File: src/rtl/reg_bank_writer.sv
// reg_bank_writer: write side of the register unit.
// Decodes rd into a one-hot write select and commits wd into the register bank
// on the rising edge. Register 0 always reads zero. Every committed write is
// reported as a one-cycle one-hot strobe and counted in a 16-bit wrapping
// counter.
// Ports:
//   clk, rst_n  - clock, asynchronous active-low reset
//   we, rd, wd  - write enable, destination index, write-back data
//   regs_flat   - bank contents, register i at [i*AMOUNT_OF_BITS +: AMOUNT_OF_BITS]
//   wr_strobe   - registered one-hot of the register written at the last edge
//   wr_count    - committed writes since reset (wraps)
module reg_bank_writer #(
  parameter int unsigned AMOUNT_OF_BITS = 32,
  parameter int unsigned AMOUNT_OF_REGS = 32,
  parameter logic [31:0] SP_INIT        = 32'h0000_0400
) (
  input  logic                                     clk,
  input  logic                                     rst_n,
  input  logic                                     we,
  input  logic [$clog2(AMOUNT_OF_REGS)-1:0]        rd,
  input  logic [AMOUNT_OF_BITS-1:0]                wd,
  output logic [AMOUNT_OF_REGS*AMOUNT_OF_BITS-1:0] regs_flat,
  output logic [AMOUNT_OF_REGS-1:0]                wr_strobe,
  output logic [15:0]                              wr_count
);

  localparam int unsigned IDX_W  = $clog2(AMOUNT_OF_REGS);
  localparam int unsigned CNT_W  = 16;
  localparam int unsigned SP_IDX = 2;
  localparam logic [AMOUNT_OF_BITS-1:0] SP_RST = AMOUNT_OF_BITS'(SP_INIT);

  logic [AMOUNT_OF_BITS-1:0] regs_q [AMOUNT_OF_REGS];
  logic [AMOUNT_OF_BITS-1:0] regs_d [AMOUNT_OF_REGS];
  logic [AMOUNT_OF_REGS-1:0] sel_c;
  logic                      commit_c;
  logic [AMOUNT_OF_REGS-1:0] wr_strobe_q, wr_strobe_d;
  logic [CNT_W-1:0]          wr_count_q, wr_count_d;

  // Decode and next state. Index 0 is excluded from commit; an out-of-range rd
  // matches no select bit, so it is dropped without a separate range check.
  always_comb begin
    sel_c       = '0;
    wr_strobe_d = '0;
    for (int i = 0; i < int'(AMOUNT_OF_REGS); i++) begin
      sel_c[i] = we && (rd == IDX_W'(i));
    end
    commit_c = |(sel_c & ~AMOUNT_OF_REGS'(1));

    for (int i = 0; i < int'(AMOUNT_OF_REGS); i++) begin
      regs_d[i] = regs_q[i];
      if (i == 0) begin
        regs_d[i] = '0;
      end else if (sel_c[i]) begin
        regs_d[i]      = wd;
        wr_strobe_d[i] = 1'b1;
      end
    end

    wr_count_d = wr_count_q + CNT_W'(commit_c);
  end

  // State registers; the stack pointer resets to SP_INIT.
  always_ff @(posedge clk or negedge rst_n) begin
    if (!rst_n) begin
      for (int i = 0; i < int'(AMOUNT_OF_REGS); i++) begin
        regs_q[i] <= (i == int'(SP_IDX)) ? SP_RST : '0;
      end
      wr_strobe_q <= '0;
      wr_count_q  <= '0;
    end else begin
      for (int i = 0; i < int'(AMOUNT_OF_REGS); i++) begin
        regs_q[i] <= regs_d[i];
      end
      wr_strobe_q <= wr_strobe_d;
      wr_count_q  <= wr_count_d;
    end
  end

  // Flatten the bank for the read-side selectors.
  always_comb begin
    regs_flat = '0;
    for (int i = 0; i < int'(AMOUNT_OF_REGS); i++) begin
      regs_flat[i*AMOUNT_OF_BITS +: AMOUNT_OF_BITS] = regs_q[i];
    end
  end

  assign wr_strobe = wr_strobe_q;
  assign wr_count  = wr_count_q;

endmodule

File: config.mk
export PLATFORM = sky130hd
export DESIGN_NAME = reg_bank_writer
export DESIGN_NICKNAME = d
export VERILOG_FILES = /design/src/rtl/reg_bank_writer.sv
export SDC_FILE = /design/constraint.sdc
export NUM_CORES = 2
export LEC_CHECK = 0
export CORE_AREA = 2 2 430 432
export CTS_BUF_LIST = sky130_fd_sc_hd__clkbuf_4 sky130_fd_sc_hd__clkbuf_8
export DETAILED_ROUTE_END_ITERATION = 16
export DIE_AREA = 0 0 432 434
export GPL_TIMING_DRIVEN = 0
export SLEW_MARGIN = 5
export SYNTH_ARGS = -nofsm -noshare
export SYNTH_HDL_FRONTEND = slang
export SYNTH_SLANG_ARGS = --single-unit
File: constraint.sdc
create_clock -name clk -period 1.8 [get_ports clk]
set_input_delay 0.27 -clock clk [delete_from_list [all_inputs] [get_ports clk]]
set_output_delay 0.27 -clock clk [all_outputs]
set_load 0.02 [all_outputs]
==> impl_metrics.toml <==
[setup_path]
crit_path_end_kind = "register"
r2r_cells = 6
arrival_ns = 2.72
startpoint_type = "input port"
cp.required_ns = 2.59
cp_max_fo = 10
r2r_slack_ns = 0.17
critPathKind = "input port to register"

[cts]
clock_path_buffers = 3
cts-root-buf = "clkbuf_8"
cts_buffers = 185
cts_sinks = 1039
clock_latency_ns = 0.91
clkTransAtPathRegs_ns = 0.05
cts_htree_levels = 4
hold_buffers = 2
cts_tree = "built"

[synth]
ys_top_cells_by_area = "dfrtp_1 67%, mux2_2 27%, mux2_1 1.4%"
synth-seq-cells = 1039
netlist_instances = 2373
ys_types = 32
syn_area_um2 = 38900
yosys.area.top_type = "dfrtp_1"
avgSynthCellArea_um2 = 16.4
synth_edf_count = 0
async_flop_share_pct = 100
yosys_warnings = 0
synth_seq_area_share_pct = 66.8
netlist.area_leader.share_pct = 66.7
ys.flop_type = "dfrtp_1"

[pwr]
p_leak_nw = 29.0
finalPower_mw = 79.3
power_frac_seq_pct = 39.2
pwr-share-clk_pct = 30.1
power.internal_mw = 53.6
p_per_area_nw_per_um2 = 1320
ir_worst_vdd_mv = 0.707
combPwrFrac_pct = 30.8
swShare_pct = 32.4
p_sw_mw = 25.7

[floorplan]
die-height_um = 434
die-area_um2 = 187000
row_count = 157
core_region_area_um2 = 182000
start_util_pct = 21.3
die_width_um = 432
io_pins = 1112

[sta]
fmax_ghz = 0.519
tns_ns = -3.57
finalSetupViolCount = 101
grt_setup_unrepaired = "yes"
fin_ws_ns = -0.127
finalCritPeriodShare_pct = 107
tightest_slew_ns = 1.34
slew_headroom_pct = 10.9
hold_slack_ns = -0.711
skew_ns = 0.0159
min_period_ns = 1.93
report.final.hold_viol_count = 358
slew_viol_final = 0

[job]
maxCapViolCount = 0

[cells_and_area]
layout_common_cells = "1,019 x dfrtp_1, 1,010 x buf_6, 944 x mux2_2, 226 x clkbuf_8, 223 x buf_4"
nNetsFinal = 3910
seq_area_um2 = 26000
mostFrequentLayoutCell = "dfrtp_1"
drive_above_1_share_pct = 67.1
area_delta_synth_final_pct = 54.2
num-fill-cells = 18000
multi_input_area_um2 = 12000

[place]
post-place-ws_ns = -1.88
gp_congestion = 0.858
io_buffers = 1077
dp_hpwl_um = 128000

[global_routing]
grt_max_degree = 167
grtUsageTotal_pct = 17.3
antenna_found_initial = 29
grt_pass1_vias = 26800
overflow = 0
grt_pass1_wl_um = 224000

[status]
violations = "hold timing, setup timing"
status = "finished, violations left"

[drt]
ant_nets = 0
finalWirelength_um = 170000
vias = 26600
drt_iter0_drc = 1306
drt_pass1_iterations = 5
viasPerCell = 4.15
wl_per_cell_um = 26.5
drc = 0

[min_path]
hold_path_class = "input port to async pin"
## stage by stage
| step | std cells | hold slack (ns) | util, % | instance area (um2) |
|---|---|---|---|---|
| detailed placement | 5882 | 0.228 | 29.1 | 53200 |
| global route | 6397 | -0.780 | 32.9 | 60000 |
| global placement | 5867 | 0.473 | 28.9 | 52800 |
| floorplan | 2405 | -0.0256 | - | 39100 |
| CTS | 6310 | -0.839 | 32.1 | 58600 |
| finish | 6406 | -0.711 | 32.9 | 60100 |
## state kept, by name, summed over array words and instances, names as in the netlist
name       flops
regs_flat    992
wr_strobe     31
wr_count      16
## critical path, cell delays in order
cell and delay [ns]:
clkdlybuf4s50_1 0.66, nand4b_1 0.31, buf_4 0.26, nor2_4 0.24, buf_8 0.19, buf_2 0.38, mux2_2 0.38
## layer usage
layer  track usage, %  part of all wire, %
met5                0                0.041
met3             4.60                  6.0
met1             19.9                   38
met2             30.8                   52
met4             6.33                  3.8
## layout make-up
cell class / instances / area share, %
Antenna cell: 14 / 0.0583
Buffer: 230 / 1.92
Clock buffer: 286 / 5.93
Clock inverter: 41 / 0.767
Inverter: 14 / 0.0875
Multi-Input combinational cell: 1117 / 20.0
Sequential cell: 1039 / 43.3
Tap cell: 2385 / 4.97
Timing Repair Buffer: 1280 / 23.0
## kinds of logic after synthesis
group	synth area share, %
AO/OA/AOI/OAI	0.0289
XOR/XNOR	0.315
adder cells (fa/ha/maj)	0.0964
buffers and inverters	3.01
flip-flops	66.8
multiplexers	28.7
other	0.00963
AND/OR/NAND/NOR	1.08
## cell usage after synthesis (all sizes together), types with 5 or more instances
cell,n
dfrtp,1038
mux2,992
nand2,16
nor4,5
or2,6
nor2,16
nand3,6
inv,14
nand4,5
buf,130
clkbuf,105
xor2,12
## final timing paths
path | start | end
worst min-delay path | rst_n | regs_flat[152]$_DFFE_PN0P_
min in group clk | rd[4] | regs_flat[287]$_DFFE_PN0P_
worst min register to register | regs_flat[316]$_DFFE_PN0P_ | regs_flat[316]$_DFFE_PN0P_
worst max register to register | wr_count[0]$_DFF_PN0_ | wr_count[12]$_DFF_PN0_
max in group asynchronous | rst_n | regs_flat[972]$_DFFE_PN0P_
worst max-delay path | we | regs_flat[855]$_DFFE_PN0P_
## power groups by stage
stage | Clock (mW) | Combinational [mW] | Sequential [mW]
after floorplan | 0 | 4.24 | 35.9
after global placement | 0 | 22.2 | 30.6
after detailed placement | 0 | 22.7 | 30.6
after CTS | 24.5 | 23.1 | 30.7
after global routing | 25.6 | 25.3 | 31.6
final | 23.9 | 24.4 | 31.1
## what timing repair did
action | 4_1_cts | 5_1_grt
cloned | 1 | 4
endpoints found under the setup margin | 1780 | 1740
pin swaps | 7 | 5
hold endpoints to repair | 360 | 358
resized for setup | 5110 | 1484
setup buffers | 102 | 79
Power figures use the tool's default switching activity.
